$ cat config.mk
export PLATFORM = sky130hd
export DESIGN_NAME = ps2_key_decoder
export DESIGN_NICKNAME = d
export VERILOG_FILES = /design/src/rtl/ps2_pkg.sv /design/src/rtl/ps2_frame_rx.sv /design/src/rtl/ps2_key_decoder.sv
export SDC_FILE = /design/constraint.sdc
export NUM_CORES = 1
export LEC_CHECK = 0
export BUFFER_PORTS_ARGS = -buffer_cell sky130_fd_sc_hd__buf_2
export CORE_MARGIN = 2
export CORE_UTILIZATION = 30
export CTS_BUF_LIST = sky130_fd_sc_hd__clkbuf_4 sky130_fd_sc_hd__clkbuf_8
export CTS_CLUSTER_DIAMETER = 150
export CTS_CLUSTER_SIZE = 24
export DETAILED_ROUTE_END_ITERATION = 16
export RECOVER_POWER = 50
export SYNTH_ARGS = -nofsm -noshare
export SYNTH_HDL_FRONTEND = slang
export SYNTH_SLANG_ARGS = --single-unit
$ cat constraint.sdc
create_clock -name clk_sys -period 1.9 [get_ports clk_sys]
set_input_delay 0.285 -clock clk_sys [delete_from_list [all_inputs] [get_ports clk_sys]]
set_output_delay 0.285 -clock clk_sys [all_outputs]
set_load 0.02 [all_outputs]
$ cat src/rtl/ps2_pkg.sv
`default_nettype none
// ============================================================================
//  Module      : ps2_pkg
//  Description : Shared types and constants for the PS/2 keyboard decoder:
//                frame-receiver state encoding, prefix bytes and the
//                controller/status bytes that never produce a key event.
//  Optional    : none (PS2_PARITY_CHECK_EN is consumed by ps2_frame_rx)
//  Revision    : 1.0 - initial release
// ============================================================================
package ps2_pkg;

    // Device-to-host frame position
    typedef enum logic [1:0] {
        IDLE   = 2'd0,
        SHIFT  = 2'd1,
        PARITY = 2'd2,
        STOP   = 2'd3
    } frame_state_t;

    // Prefix bytes
    localparam logic [7:0] PS2_PFX_EXT   = 8'hE0;
    localparam logic [7:0] PS2_PFX_BRK   = 8'hF0;
    localparam logic [7:0] PS2_PFX_PAUSE = 8'hE1;

    // Controller / status bytes
    localparam logic [7:0] PS2_STAT_BAT_OK = 8'hAA;
    localparam logic [7:0] PS2_STAT_ACK    = 8'hFA;
    localparam logic [7:0] PS2_STAT_ECHO   = 8'hEE;
    localparam logic [7:0] PS2_STAT_RESEND = 8'hFE;
    localparam logic [7:0] PS2_STAT_ERR0   = 8'h00;
    localparam logic [7:0] PS2_STAT_ERRF   = 8'hFF;

    function automatic logic is_status_byte(input logic [7:0] b);
        return (b == PS2_STAT_BAT_OK) || (b == PS2_STAT_ACK)    ||
               (b == PS2_STAT_ECHO)   || (b == PS2_STAT_RESEND) ||
               (b == PS2_STAT_ERR0)   || (b == PS2_STAT_ERRF);
    endfunction

endpackage : ps2_pkg
`default_nettype wire

$ cat src/rtl/ps2_frame_rx.sv
`default_nettype none
// ============================================================================
//  Module      : ps2_frame_rx
//  Description : Synchronises raw PS/2 clock/data, detects ps2_clk falling
//                edges and de-frames 11-bit device-to-host frames
//                (start, 8 data LSB first, parity, stop). A partial frame
//                idle for TIMEOUT_CYC cycles is discarded.
//  Optional    : PS2_PARITY_CHECK_EN - when defined, odd parity is enforced
//                in the STOP state; otherwise the parity bit is ignored.
//  Ports       : clk_sys, reset_n (sync, active-low), ps2_clk, ps2_data (raw,
//                async) -> byte_rdy (1-cycle), rx_byte[7:0], frame_err
//                (1-cycle pulse).
//  Revision    : 1.0 - initial release
// ============================================================================
module ps2_frame_rx
    import ps2_pkg::*;
#(
    parameter int SYNC_STAGES = 2,
    parameter int TIMEOUT_CYC = 24000
) (
    input  logic       clk_sys,
    input  logic       reset_n,
    input  logic       ps2_clk,
    input  logic       ps2_data,
    output logic       byte_rdy,
    output logic [7:0] rx_byte,
    output logic       frame_err
);

    localparam int TO_W = $clog2(TIMEOUT_CYC + 1);
    localparam logic [TO_W-1:0] c_to_last = TO_W'(TIMEOUT_CYC - 1);

    logic [SYNC_STAGES-1:0] r_clk_sync;
    logic [SYNC_STAGES-1:0] r_data_sync;
    logic                   r_clk_prev;
    logic                   w_clk;
    logic                   w_data;
    logic                   w_fall;

    frame_state_t    r_state, w_state_d;
    logic [2:0]      r_bit_cnt, w_bit_cnt_d;
    logic [7:0]      r_shift, w_shift_d;
    logic [TO_W-1:0] r_to_cnt, w_to_cnt_d;
    logic            r_byte_rdy, w_byte_rdy_d;
    logic            r_frame_err, w_frame_err_d;
    logic            w_stop_ok;

    // Synchronisers reset to the idle-bus level (both lines high) so that
    // reset release does not fabricate a falling edge on an idle bus.
    always_ff @(posedge clk_sys) begin
        if (!reset_n) begin
            r_clk_sync  <= '1;
            r_data_sync <= '1;
            r_clk_prev  <= 1'b1;
        end else begin
            r_clk_sync  <= {r_clk_sync[SYNC_STAGES-2:0], ps2_clk};
            r_data_sync <= {r_data_sync[SYNC_STAGES-2:0], ps2_data};
            r_clk_prev  <= w_clk;
        end
    end

    assign w_clk  = r_clk_sync[SYNC_STAGES-1];
    assign w_data = r_data_sync[SYNC_STAGES-1];
    assign w_fall = r_clk_prev & ~w_clk;

`ifdef PS2_PARITY_CHECK_EN
    logic r_parity, w_parity_d;

    always_ff @(posedge clk_sys) begin
        if (!reset_n) r_parity <= 1'b0;
        else          r_parity <= w_parity_d;
    end

    // Odd parity over the data byte plus the parity bit
    assign w_stop_ok = w_data & (^{r_shift, r_parity});
`else
    assign w_stop_ok = w_data;
`endif

    always_ff @(posedge clk_sys) begin
        if (!reset_n) begin
            r_state     <= IDLE;
            r_bit_cnt   <= '0;
            r_shift     <= '0;
            r_to_cnt    <= '0;
            r_byte_rdy  <= 1'b0;
            r_frame_err <= 1'b0;
        end else begin
            r_state     <= w_state_d;
            r_bit_cnt   <= w_bit_cnt_d;
            r_shift     <= w_shift_d;
            r_to_cnt    <= w_to_cnt_d;
            r_byte_rdy  <= w_byte_rdy_d;
            r_frame_err <= w_frame_err_d;
        end
    end

    always_comb begin
        w_state_d     = r_state;
        w_bit_cnt_d   = r_bit_cnt;
        w_shift_d     = r_shift;
        w_byte_rdy_d  = 1'b0;
        w_frame_err_d = 1'b0;
`ifdef PS2_PARITY_CHECK_EN
        w_parity_d    = r_parity;
`endif
        w_to_cnt_d    = (w_fall || r_state == IDLE) ? '0 : r_to_cnt + TO_W'(1);

        if (w_fall) begin
            case (r_state)
                IDLE: begin
                    // A high start bit is silently ignored
                    if (!w_data) begin
                        w_state_d   = SHIFT;
                        w_bit_cnt_d = '0;
                    end
                end
                SHIFT: begin
                    w_shift_d   = {w_data, r_shift[7:1]};
                    w_bit_cnt_d = r_bit_cnt + 3'd1;
                    if (r_bit_cnt == 3'd7) w_state_d = PARITY;
                end
                PARITY: begin
`ifdef PS2_PARITY_CHECK_EN
                    w_parity_d = w_data;
`endif
                    w_state_d  = STOP;
                end
                STOP: begin
                    w_state_d = IDLE;
                    if (w_stop_ok) w_byte_rdy_d  = 1'b1;
                    else           w_frame_err_d = 1'b1;
                end
                default: w_state_d = IDLE;
            endcase
        end else if (r_state != IDLE && r_to_cnt == c_to_last) begin
            // Timeout only fires on a cycle without an edge
            w_state_d     = IDLE;
            w_bit_cnt_d   = '0;
            w_to_cnt_d    = '0;
            w_frame_err_d = 1'b1;
        end
    end

    assign byte_rdy  = r_byte_rdy;
    assign rx_byte   = r_shift;
    assign frame_err = r_frame_err;

endmodule : ps2_frame_rx
`default_nettype wire

$ cat src/rtl/ps2_key_decoder.sv
`default_nettype none
// ============================================================================
//  Module      : ps2_key_decoder
//  Description : PS/2 keyboard receiver. Folds E0 (extended), F0 (break) and
//                E1 (Pause, skipped) prefixes into one key event per key and
//                presents it as a single-cycle strobe. Receive-only.
//  Optional    : PS2_PARITY_CHECK_EN - enforce odd parity on received frames.
//  Ports       : clk_sys, reset_n (sync, active-low), ps2_clk, ps2_data (raw)
//                -> key_strobe, key_pressed, key_extended, key_code[7:0],
//                frame_err.
//  Revision    : 1.0 - initial release
// ============================================================================
module ps2_key_decoder
    import ps2_pkg::*;
#(
    parameter int SYNC_STAGES = 2,
    parameter int TIMEOUT_CYC = 24000,
    parameter int E1_SKIP     = 7
) (
    input  logic       clk_sys,
    input  logic       reset_n,
    input  logic       ps2_clk,
    input  logic       ps2_data,
    output logic       key_strobe,
    output logic       key_pressed,
    output logic       key_extended,
    output logic [7:0] key_code,
    output logic       frame_err
);

    // +2 keeps the width at least 1 bit even when E1_SKIP is 0
    localparam int SKIP_W = $clog2(E1_SKIP + 2);

    logic              w_byte_rdy;
    logic [7:0]        w_byte;
    logic              w_frame_err;
    logic              r_ext;
    logic              r_brk;
    logic [SKIP_W-1:0] r_skip;

    ps2_frame_rx #(
        .SYNC_STAGES (SYNC_STAGES),
        .TIMEOUT_CYC (TIMEOUT_CYC)
    ) u_frame_rx (
        .clk_sys   (clk_sys),
        .reset_n   (reset_n),
        .ps2_clk   (ps2_clk),
        .ps2_data  (ps2_data),
        .byte_rdy  (w_byte_rdy),
        .rx_byte   (w_byte),
        .frame_err (w_frame_err)
    );

    always_ff @(posedge clk_sys) begin
        if (!reset_n) begin
            key_strobe   <= 1'b0;
            key_pressed  <= 1'b0;
            key_extended <= 1'b0;
            key_code     <= '0;
            r_ext        <= 1'b0;
            r_brk        <= 1'b0;
            r_skip       <= '0;
        end else begin
            key_strobe <= 1'b0;
            if (w_frame_err) begin
                // A corrupted frame may have been a prefix; forget the
                // pending prefixes but keep any Pause skip in progress.
                r_ext <= 1'b0;
                r_brk <= 1'b0;
            end else if (w_byte_rdy) begin
                if (r_skip != '0) begin
                    r_skip <= r_skip - SKIP_W'(1);
                end else if (w_byte == PS2_PFX_PAUSE) begin
                    r_skip <= SKIP_W'(E1_SKIP);
                end else if (w_byte == PS2_PFX_EXT) begin
                    r_ext <= 1'b1;
                end else if (w_byte == PS2_PFX_BRK) begin
                    r_brk <= 1'b1;
                end else if (is_status_byte(w_byte)) begin
                    r_ext <= 1'b0;
                    r_brk <= 1'b0;
                end else begin
                    key_strobe   <= 1'b1;
                    key_code     <= w_byte;
                    key_pressed  <= ~r_brk;
                    key_extended <= r_ext;
                    r_ext        <= 1'b0;
                    r_brk        <= 1'b0;
                end
            end
        end
    end

    assign frame_err = w_frame_err;

endmodule : ps2_key_decoder
`default_nettype wire

==> impl_metrics.py, run 1 <==
metrics = {
    "pwr": {
        "power_density_nw_per_um2": 772,
        "max-vdd-ir-drop_mv": 0.528,
        "leakagePower_nw": 1.08,
        "finalPower_mw": 2.26,
    },
    "sta": {
        "drv_slew": 0,
        "clock.fmax_mhz": 554,
        "worst_pin_slew_ps": 1020,
        "hold_violations": 0,
        "period_minus_slack_ps": 1800,
        "final.setup_skew_ps": 5.80,
        "rsz0062_at_grt": "false",
        "setup_viol": 0,
        "fin_crit_sh": 0.949,
        "max_slew_margin": 0.317,
    },
    "cts": {
        "path_clk_slew_ps": 100,
        "cts_hold_buf": 0,
        "numCtsBuffers": 5,
        "cts.sinks": 52,
        "h-tree-depth": 2,
        "cts_buffer_depth": 2,
        "clockRootBuffer": "clkbuf_8",
        "cts_tree": "done",
        "clkLatencyLatePin_ps": 300,
    },
    "floorplan": {
        "die_h_um": 93.1,
        "num_rows": 32,
        "io_pins": 16,
        "dieWidth_um": 93.1,
        "core_sq_um": 7690,
        "dieArea_sq_um": 8660,
        "start_util": 0.310,
    },
    "placement": {
        "port_buffers": 15,
        "gp_congestion": 0.747,
        "place_hpwl_mm": 3.36,
        "placed_area_sq_um": 2770,
    },
    "outcome": {
        "status": "completed",
    },
    "route": {
        "route.vias.total": 1920,
        "drt_iter0_markers": 52,
        "detail_route.first_pass.iterations": 4,
        "vias_per_cell": 4.66,
        "drt_drc_violations_left": 0,
        "wirelength_mm": 4.63,
        "wire_per_inst_um": 11.2,
        "postRouteAntennaNets": 0,
    },
    "synth": {
        "ys_ff_latch": 52,
        "ys_seq_area_frac": 0.437,
        "ys_async_sr_fraction": 0,
        "yosysWarnings": 0,
        "syn-num-nets": 276,
        "synth_ff_type": "dfxtp_1",
        "synth_edf_count": 0,
        "synth.cell_area_sq_um": 2380,
        "netlist_instances": 264,
        "yosys.cell_types.count": 48,
        "syn_avg_cell_area_sq_um": 9.01,
    },
    "layout": {
        "fin_nets": 321,
        "fin_util": 0.381,
        "final_common_cell": "dfxtp_1",
        "final_cell_mix": "dfxtp_1 (52), nand2_1 (35), buf_4 (30), nor2_1 (26), mux2i_1 (18)",
        "drive_above_1_share": 0.152,
        "final_cell_area_sq_um": 2930,
        "antenna_cells": 0,
        "area_delta_synth_final_pct": 22.9,
    },
    "setup_path": {
        "cp-end-kind": "register",
        "path_cells": "or4_4, a221oi_2, a2111oi_4, buf_4, mux2i_1",
        "rr_worst_depth": 5,
        "reg2reg_from": "u_frame_rx.rx_byte[7]",
        "critPathBufInv": 1,
        "cp_num_cells": 5,
        "crit_family": "simple AND/OR/NAND/NOR gates",
        "slowest_delay_ps": 550,
        "crit_path_start": "u_frame_rx.rx_byte[7]",
        "endpoint": "key_code[4]",
        "cp_slowest_cell": "or4_4",
        "worstPathArrival_ps": 1990,
        "crit_type": "register to register",
        "cp-start-kind": "register",
        "path_max_fanout": 6,
        "rr_endpoint": "key_code[4]",
        "reg2reg_slack_ps": 100,
        "cp.required_ps": 2090,
    },
    "grt": {
        "track_usage": 0.113,
        "grt_pass1_wl_mm": 8.09,
        "grt_max_degree": 28,
        "grt_pass1_vias": 1837,
        "antenna_found_initial": 0,
        "grt-ovfl-total": 0,
    },
    "job": {
        "cap_violations": 0,
    },
    "min_path": {
        "min_path_type": "input pin to register",
    },
}
area by class of cell:
class / count / area [sq um]
clock inverters: 3 / 90.1
inverters: 7 / 26.3
flip-flops and latches: 52 / 1040
repair buffers: 48 / 297
multi-input cells: 195 / 1270
fillers: 829 / 4760
well taps: 102 / 128
clock buffers: 5 / 68.8
timing repair:
| action | in CTS | in global routing |
|---|---|---|
| setup buffers | 0 | 2 |
| pin swaps | 0 | 1 |
| resized for setup | 1 | 0 |
| setup endpoints to repair | 6 | 1 |
where the power goes:
part	total, mW	switching [mW]	leakage, nW	internal, mW
clock network	1.02	0.357	0.0784	0.658
logic	0.126	0.0752	0.584	0.0509
registers	1.12	0.0136	0.420	1.10
total	2.26	0.446	1.08	1.81
through the flow:
step                std cells  setup slack (ps)  TNS, ps  hold slack, ps
finish                    412              96.5        0             165
global route              412              4.59        0             164
CTS                       410              92.4        0             158
detailed placement        402              -134     -680             398
global placement          402             -55.2     -319             391
floorplan                 264               168        0             386
worst min-delay path by stage:
stage / from / end / slack, ps / cells after the start
2_1_floorplan: u_frame_rx.r_clk_sync[0] / u_frame_rx.r_clk_sync[1] / 390 / 1
3_3_place_gp: u_frame_rx.r_data_sync[0] / u_frame_rx.r_data_sync[1] / 390 / 1
3_5_place_dp: u_frame_rx.r_clk_sync[0] / u_frame_rx.r_clk_sync[1] / 400 / 1
4_1_cts: ps2_data / u_frame_rx.r_data_sync[0] / 160 / 2
5_1_grt: ps2_data / u_frame_rx.r_data_sync[0] / 160 / 2
6_report: ps2_data / u_frame_rx.r_data_sync[0] / 170 / 2
synth_stat cells, types with 2 or more instances:
| cell | instances | share of area |
|---|---|---|
| a21oi_1 | 13 | 0.027 |
| a221oi_1 | 2 | 0.0074 |
| a22o_1 | 2 | 0.0074 |
| a22oi_1 | 2 | 0.0063 |
| and2_1 | 3 | 0.0079 |
| and3_1 | 2 | 0.0053 |
| buf_2 | 2 | 0.0042 |
| clkbuf_1 | 7 | 0.011 |
| dfxtp_1 | 52 | 0.44 |
| ha_1 | 8 | 0.042 |
| inv_1 | 6 | 0.0095 |
| mux2i_1 | 18 | 0.076 |
| nand2_1 | 35 | 0.055 |
| nand2b_1 | 8 | 0.021 |
| nand3_1 | 7 | 0.015 |
| nand3b_1 | 2 | 0.0063 |
| nand4_1 | 6 | 0.016 |
| nand4b_1 | 2 | 0.0074 |
| nor2_1 | 25 | 0.039 |
| nor2b_1 | 4 | 0.011 |
| nor3_1 | 8 | 0.017 |
| nor4_1 | 3 | 0.0079 |
| o211ai_1 | 4 | 0.013 |
| o21a_1 | 2 | 0.0063 |
| o21ai_0 | 4 | 0.0084 |
| o31ai_1 | 2 | 0.0063 |
| or3_1 | 4 | 0.011 |
| or4_1 | 2 | 0.0063 |
| xnor2_1 | 6 | 0.022 |
| xor2_1 | 5 | 0.018 |
state kept, by name, indices dropped and copies added (netlist names):
signal / cells
key_pressed: 1
u_frame_rx.r_data_sync: 2
u_frame_rx.r_clk_sync: 2
key_extended: 1
key_code: 8
r_ext: 1
u_frame_rx.byte_rdy: 1
r_skip: 4
u_frame_rx.r_state: 2
u_frame_rx.r_clk_prev: 1
u_frame_rx.frame_err: 1
u_frame_rx.r_bit_cnt: 3
u_frame_rx.r_to_cnt: 15
r_brk: 1
u_frame_rx.rx_byte: 8
key_strobe: 1
worst reg2reg max path, cell delays in order (launching register included):
cell	delay (ps)
dfxtp_1	370
or4_4	550
a221oi_2	360
a2111oi_4	120
buf_4	180
mux2i_1	120
logic make-up after synthesis:
logic type	Yosys count	synth area share
XOR/XNOR	11	0.0405
multiplexers	18	0.0757
buffers and inverters	17	0.0310
AND/OR/NAND/NOR	121	0.266
AO/OA/AOI/OAI	37	0.108
flip-flops	52	0.437
adder cells (fa/ha/maj)	8	0.0421
per-layer routing:
metal | part of all wire | track usage
met1 | 0.49 | 0.148
met2 | 0.47 | 0.190
met3 | 0.032 | 0.0282
met4 | 0.0058 | 0.0221
met5 | 0 | 0
No activity file was read; power rests on OpenSTA's default activity.
==> run 2: changes to the inputs <==
CELL_PAD_IN_SITES_DETAIL_PLACEMENT = 1   (was not set)
CELL_PAD_IN_SITES_GLOBAL_PLACEMENT = 1   (was not set)
GPL_TIMING_DRIVEN = 1   (was not set)
PLACE_DENSITY_LB_ADDON = 0.1   (was not set)
==> run 2 against run 1 <==
Compared with the run above: die area unchanged; cell count shrank 3.4%; design area fell by 3.9%; fmax grew 0.95%; power is 8.5% lower; worst hold slack got worse by 14 ps; clock-buffer cell count up 1; non-clock buffer count fell by 14; via count up 0.99%; clock skew shrank 1.3 ps; sequential power is essentially flat; combinational power rose by 12%; critical path type unchanged; highest routed layer unchanged.
==> impl_metrics.py, run 2 (synthesized netlist as in run 1, its figures left out) <==
metrics = {
    "floorplan": {
        "die_h_um": 93.1,
        "num_rows": 32,
        "core_sq_um": 7690,
        "io_pins": 16,
        "dieArea_sq_um": 8660,
        "dieWidth_um": 93.1,
        "start_util": 0.310,
    },
    "layout": {
        "largest_reg_flops": 15,
        "final_common_cell": "dfxtp_1",
        "area_delta_synth_final_pct": 18.1,
        "final_cells": 398,
        "regMostFlops": "u_frame_rx.r_to_cnt",
        "fillers": 930,
        "antenna_cells": 0,
        "drive_above_1_share": 0.118,
        "fin_nets": 307,
        "final_cell_mix": "dfxtp_1 (52), nand2_1 (35), nor2_1 (25), mux2i_1 (18), clkbuf_1 (15)",
    },
    "route": {
        "vias_per_cell": 4.87,
        "postRouteAntennaNets": 0,
        "wl_met2_mm": 2.30,
        "route.vias.total": 1939,
        "drt_iter0_markers": 44,
        "wirelength_mm": 5.43,
        "topRoutingLayerUsed": "met4",
        "drt_drc_violations_left": 0,
        "detail_route.first_pass.iterations": 4,
        "wire_per_inst_um": 13.6,
        "drt-met1-wl_mm": 2.89,
        "routed-wl-met3_um": 170,
    },
    "sta": {
        "drv_slew": 0,
        "max_slew_margin": 0.494,
        "fin_crit_sh": 0.940,
        "setup_viol": 0,
        "worst_pin_slew_ps": 760,
        "final.setup_skew_ps": 4.48,
        "tns_ps": 0,
        "period_minus_slack_ps": 1790,
        "clock.fmax_mhz": 560,
        "hold_violations": 0,
    },
    "setup_path": {
        "worstPathArrival_ps": 2040,
        "crit_type": "register to register",
        "path_max_fanout": 6,
        "rr_worst_depth": 5,
        "cp.required_ps": 2150,
        "cp-end-kind": "register",
        "cp-start-kind": "register",
    },
    "cts": {
        "path_clk_slew_ps": 100,
        "cts.sinks": 52,
        "numCtsBuffers": 5,
        "cts_hold_buf": 0,
        "cts_buffer_depth": 2,
        "cts_tree": "done",
        "h-tree-depth": 2,
        "clockRootBuffer": "clkbuf_8",
        "clkLatencyLatePin_ps": 300,
    },
    "outcome": {
        "status": "completed",
    },
    "min_path": {
        "hold_depth": 2,
        "min_path_type": "input pin to register",
    },
    "grt": {
        "track_usage": 0.135,
        "grt_max_degree": 18,
        "grt_pass1_vias": 1893,
        "grt_pass1_wl_mm": 9.38,
        "grt-ovfl-total": 0,
        "antenna_found_initial": 0,
    },
    "placement": {
        "dp_cells": 388,
        "gp_congestion": 0.761,
        "place_hpwl_mm": 3.90,
        "port_buffers": 15,
    },
    "pwr": {
        "power_density_nw_per_um2": 735,
        "max-vdd-ir-drop_mv": 0.278,
        "leakagePower_nw": 0.997,
    },
    "job": {
        "cap_violations": 0,
    },
}
## run 2: report_power, final
part | switching [mW] | total [mW] | internal (mW)
logic | 0.0837 | 0.141 | 0.0574
registers | 0.0130 | 1.12 | 1.10
clock network | 0.378 | 0.809 | 0.431
## run 2: layer usage
metal / track usage / up-vias
met5: 0 / -
met1: 0.199 / 915
met4: 0.0441 / 0
met2: 0.194 / 25
met3: 0.0274 / 6
li1: - / 993
## run 2: repair_timing
item | 4_1_cts | 5_1_grt
resized for setup | 0 | 2
pin swaps | 1 | 0
buffers inserted | 2 | 0
endpoints found under the setup margin | 11 | 6
## run 2: path summary, 6_finish.rpt
kind / startpoint / to / slack, ps
worst max-delay path: u_frame_rx.rx_byte[1] / r_skip[1] / 110
worst min-delay path: ps2_data / u_frame_rx.r_data_sync[0] / 150
worst max register to register: u_frame_rx.rx_byte[1] / r_skip[1] / 110
worst min register to register: u_frame_rx.r_clk_sync[0] / u_frame_rx.r_clk_sync[1] / 420
## run 2: worst max-delay path, stage by stage, from the launching register on
cell	delay (ps)
dfxtp_1	370
or4b_1	590
buf_4	180
nor4b_4	290
o21a_1	190
o211a_1	130
## run 2: per-stage QoR
step / setup slack, ps / utilization / hold WS [ps] / instance area, sq um / power, mW
after global placement: -28.2 / 0.350 / 390 / 2690 / 1.29
after floorplan: 168 / - / 386 / 2380 / 1.23
after detailed placement: -77.6 / 0.350 / 399 / 2690 / 1.29
after global routing: -6.51 / 0.366 / 141 / 2810 / 2.17
final: 113 / 0.366 / 151 / 2810 / 2.07
after CTS: 24.8 / 0.367 / 136 / 2820 / 2.12
## run 2: area by class of cell
| cell class | instances | area, sq um | area share |
|---|---|---|---|
| clock inverter | 2 | 38.8 | 0.0138 |
| tap | 102 | 128 | 0.0454 |
| inverter | 7 | 26.3 | 0.00935 |
| timing repair buffer | 34 | 201 | 0.0717 |
| multi-input combinational | 195 | 1290 | 0.460 |
| sequential | 52 | 1040 | 0.370 |
| clock buffer | 6 | 82.6 | 0.0294 |
